==> config.mk <==
export PLATFORM = sky130hd
export DESIGN_NAME = miller_decoder
export DESIGN_NICKNAME = d
export VERILOG_FILES = /design/src/rtl/miller_decoder.sv
export SDC_FILE = /design/constraint.sdc
export NUM_CORES = 1
export LEC_CHECK = 0
export CAP_MARGIN = 25
export CORE_ASPECT_RATIO = 1.1
export CORE_MARGIN = 10
export CORE_UTILIZATION = 55
export CTS_CLUSTER_DIAMETER = 60
export DETAILED_ROUTE_END_ITERATION = 10
export GPL_ROUTABILITY_DRIVEN = 0
export GPL_TIMING_DRIVEN = 0
export PLACE_DENSITY = 0.83
export SLEW_MARGIN = 20
export SYNTH_ARGS = -nofsm -noshare
export SYNTH_HDL_FRONTEND = slang
export SYNTH_SLANG_ARGS = --single-unit
==> constraint.sdc <==
create_clock -name clk2x -period 2.6 [get_ports clk2x]
set_clock_uncertainty 0.1 [all_clocks]
set_input_delay 0.26 -clock clk2x [delete_from_list [all_inputs] [get_ports clk2x]]
set_output_delay 0.26 -clock clk2x [all_outputs]
set_load 0.05 [all_outputs]
==> src/rtl/miller_decoder.sv <==
// Miller line decoder: two samples per bit on clk2x, hunts for a sync byte,
// then delivers FRAME_LEN payload bytes through a valid/ready output register.
module miller_decoder #(
    parameter logic [7:0] SYNC_WORD = 8'hD3,
    parameter int         FRAME_LEN = 16
) (
    input  logic       clk2x,
    input  logic       rst,
    input  logic       enable,
    input  logic       din,
    output logic [7:0] data_out,
    output logic       data_valid,
    input  logic       data_ready,
    output logic       sync_ok,
    output logic       code_err,
    output logic       overrun
);
    typedef enum logic {HUNT = 1'b0, DATA = 1'b1} state_t;

    state_t     state_reg, state_next;
    logic       ph_reg, h0_reg, prev_reg;
    logic [7:0] shift_reg;
    logic [2:0] bit_cnt_reg;
    logic [7:0] byte_cnt_reg;

    logic       ts, tm, viol, bit_edge, sync_hit, byte_done, frame_done;
    logic [7:0] shift_in;

    // ts: transition at bit start, tm: transition mid-bit; a legal bit has exactly one.
    always_comb begin
        ts         = h0_reg ^ prev_reg;
        tm         = din ^ h0_reg;
        viol       = (ts == tm);
        bit_edge   = enable & ph_reg;
        shift_in   = {shift_reg[6:0], tm};
        sync_hit   = (state_reg == HUNT) && !viol && (shift_in == SYNC_WORD);
        byte_done  = (state_reg == DATA) && !viol && (bit_cnt_reg == 3'd7);
        frame_done = byte_done && (byte_cnt_reg == 8'(FRAME_LEN - 1));
    end

    always_ff @(posedge clk2x or posedge rst) begin
        if (rst) begin
            state_reg <= HUNT;
        end else begin
            state_reg <= state_next;
        end
    end

    always_comb begin
        state_next = state_reg;
        if (!enable) begin
            state_next = HUNT;
        end else if (bit_edge) begin
            case (state_reg)
                HUNT:    if (sync_hit) state_next = DATA;
                DATA:    if (viol || frame_done) state_next = HUNT;
                default: state_next = HUNT;
            endcase
        end
    end

    always_comb begin
        sync_ok = (state_reg == DATA);
    end

    always_ff @(posedge clk2x or posedge rst) begin
        if (rst) begin
            ph_reg       <= 1'b0;
            h0_reg       <= 1'b0;
            prev_reg     <= 1'b0;
            shift_reg    <= 8'h00;
            bit_cnt_reg  <= 3'd0;
            byte_cnt_reg <= 8'd0;
            data_out     <= 8'h00;
            data_valid   <= 1'b0;
            code_err     <= 1'b0;
            overrun      <= 1'b0;
        end else if (!enable) begin
            ph_reg       <= 1'b0;
            prev_reg     <= 1'b0;
            shift_reg    <= 8'h00;
            bit_cnt_reg  <= 3'd0;
            byte_cnt_reg <= 8'd0;
            data_valid   <= 1'b0;
            code_err     <= 1'b0;
            overrun      <= 1'b0;
        end else begin
            code_err <= 1'b0;
            if (data_valid && data_ready) begin
                data_valid <= 1'b0;
            end
            if (!ph_reg) begin
                h0_reg <= din;
                ph_reg <= 1'b1;
            end else if (state_reg == HUNT && viol) begin
                // Slip by one sample: this sample becomes the first half of a bit.
                prev_reg <= h0_reg;
                h0_reg   <= din;
                ph_reg   <= 1'b1;
            end else begin
                ph_reg   <= 1'b0;
                prev_reg <= din;
                if (state_reg == HUNT) begin
                    shift_reg <= shift_in;
                    if (sync_hit) begin
                        bit_cnt_reg  <= 3'd0;
                        byte_cnt_reg <= 8'd0;
                    end
                end else if (viol) begin
                    code_err    <= 1'b1;
                    shift_reg   <= 8'h00;
                    bit_cnt_reg <= 3'd0;
                end else begin
                    shift_reg   <= shift_in;
                    bit_cnt_reg <= bit_cnt_reg + 3'd1;
                    if (byte_done) begin
                        byte_cnt_reg <= byte_cnt_reg + 8'd1;
                        if (!data_valid || data_ready) begin
                            data_out   <= shift_in;
                            data_valid <= 1'b1;
                        end else begin
                            overrun <= 1'b1;
                        end
                        if (frame_done) begin
                            shift_reg    <= 8'h00;
                            byte_cnt_reg <= 8'd0;
                        end
                    end
                end
            end
        end
    end
endmodule

==> metrics <==
TritonCTS clock tree done; M1 WL 1360 microns; Total Wirelength 3330 microns; Min-Delay Path Class in2reg; GR Util All Layers 12.8%; first-pass GRT wire length 5730 microns; first-pass iteration count of the detailed router 4; post-CTS sizing 0; root buffer cell clkbuf_4; Final Total Pwr 0.998 mW; Clock Tree Buf Depth 2; Synth async-reset ratio 100%; CP Max Fanout 10; main area contributors after synthesis dfrtp_1, mux2_2, a22o_1; WL met3 203 microns; part of the cycle the worst path needs 87.4%; Post-synth EDFFs 0; register area share after synthesis 52.0%; Top Metal Used met4; fillers 216; Clk pin slew, worst setup/hold paths 0.10 ns; multi-input gate area in the final layout 709 sq um; Post-Syn Area 1590 sq um; Core Box Area 2780 sq um; Post-route DRC 0; synthesized flop and latch total 33; max_cap viols 0; total gr overflow 0; CP Capture Type flip-flop; Pleak 0.822 nW; Worst Max-Slew Pin Slew 0.689 ns; most common cell after layout, fill and taps aside dfrtp_1; Top FF cell, synth dfrtp_1; Yosys cell types 46; Max-slew headroom 53.9%; CP peak stage delay 0.54 ns; post-synthesis average cell area 11.0 sq um; TNS Setup 0 ns; synth warn 0; die span in y 76.4 microns; cells after synthesis 144; die area 5440 sq um; post-synth top area cell dfrtp_1; share of cells above drive strength 1 17.4%; ant diodes 0; IO Port Bufs 15; wire length on met2 1710 microns; Final min period 2.27 ns; vias in the first global route 1255; Top delay family on crit path simple AND/OR/NAND/NOR gates; critical path's slowest cell or4b_1; latest clock arrival within the worst-skew pair 0.34 ns; clock buffer count from CTS 5; Max Slew Vio Count 0; post-route ant nets 0; Storage cell area 826 sq um; Post-CTS Repair Setup Buffers 0; CP startpoint kind flip-flop; status finished clean; DP HPWL 2390 microns; WP data arrival 2.46 ns; # IOs 17; Via Count 1182; largest net degree at the start of global routing 34; Power Density 539 nW/um^2; Routed WL per cell 16.7 microns; peak supply drop 0.000379 V; row count 20; crit-path cells or4b_1, a211oi_2, o211ai_2, buf_6, or4_1, nand2_1; CTS Hold Bufs 0; initial antenna violation count 0; commonest cells after routing, fill and taps aside dfrtp_1, clkdlybuf4s50_1, nand2_1; RSZ-0062 raised after global routing no; chip width 71.3 microns; # clock sinks 33; Final Hold Viols 0; Vias per Instance 5.91; H-tree depth 2; Initial Util 57.2%; CP bufs+invs 1; Worst EP required 2.79 ns; Nets 174; Finish-stage setup viols 0; DR iter-0 viols 74; CP Class reg2reg; syn_nets 152; share of the synthesized area in the top cell type 52.0%; fmax 440 MHz; Area Growth Syn to Fin 16.5%
==> synthesized netlist by cell type (2+ instances only) <==
master	count
o21ai_1	4
ha_1	3
nand3_1	8
a21boi_0	2
a22o_1	7
o21ai_0	11
nand4_1	2
buf_6	2
o31ai_1	2
inv_1	2
mux2_2	9
nor2_1	6
a31oi_1	3
xor2_1	2
or4_1	2
dfrtp_1	33
and2b_2	2
clkbuf_1	2
nand2_1	13
nand2b_1	2
nor2b_1	2
==> kinds of logic after synthesis <==
logic type | count (synthesis) | synth area share (%)
flops | 33 | 52.0
mux | 9 | 6.38
buf+inv | 9 | 3.39
compound gates | 39 | 17.6
simple gates | 48 | 16.6
fa+ha+maj | 3 | 2.36
xor+xnor | 3 | 1.65
==> area by class of cell <==
type | count | area share [%]
Multi-Input combinational cell | 102 | 38.3
Clock buffer | 7 | 3.52
Clock inverter | 1 | 0.270
Tap cell | 33 | 2.23
Timing Repair Buffer | 15 | 8.11
Buffer | 6 | 2.30
Inverter | 3 | 0.609
Sequential cell | 33 | 44.6
==> per-layer routing <==
layer | global-route usage (%) | up-vias
li1 | - | 568
met1 | 12.9 | 584
met2 | 21.6 | 23
met3 | 6.12 | 7
met4 | 5.62 | 0
met5 | 0 | -
==> metrics by stage <==
stage | cells | instance area (sq um) | hold WS (ns) | util [%] | worst slack [ns]
floorplan | 144 | 1590 | 0.289 | - | 0.261
global placement | 192 | 1780 | 0.370 | 64.1 | 0.108
detailed placement | 192 | 1780 | 0.379 | 64.1 | 0.0541
CTS | 200 | 1850 | 0.0896 | 66.6 | 0.334
global route | 200 | 1850 | 0.101 | 66.6 | 0.195
finish | 200 | 1850 | 0.102 | 66.6 | 0.327
==> where the power goes <==
group | switching, mW | internal, mW | leakage (nW)
sequential | 0.0169 | 0.527 | 0.455
clock | 0.178 | 0.157 | 0.0413
combinational | 0.0758 | 0.0444 | 0.326
total | 0.270 | 0.728 | 0.822
==> path summary, 6_finish.rpt <==
path | from | to | slack (ns) | depth (start not counted)
max reg2reg | shift_reg[4]$_DFFE_PP0P_ | byte_cnt_reg[6]$_DFFE_PP0P_ | 0.33 | 6
max | shift_reg[4]$_DFFE_PP0P_ | byte_cnt_reg[6]$_DFFE_PP0P_ | 0.33 | 6
max in group asynchronous | rst | shift_reg[6]$_DFFE_PP0P_ | 1.73 | 2
min in group asynchronous | rst | byte_cnt_reg[4]$_DFFE_PP0P_ | 0.23 | 2
min reg2reg | byte_cnt_reg[7]$_DFFE_PP0P_ | byte_cnt_reg[7]$_DFFE_PP0P_ | 0.39 | 1
min | din | h0_reg$_DFFE_PP0P_ | 0.10 | 2
Note: power is estimated with default switching activity, not from simulation.
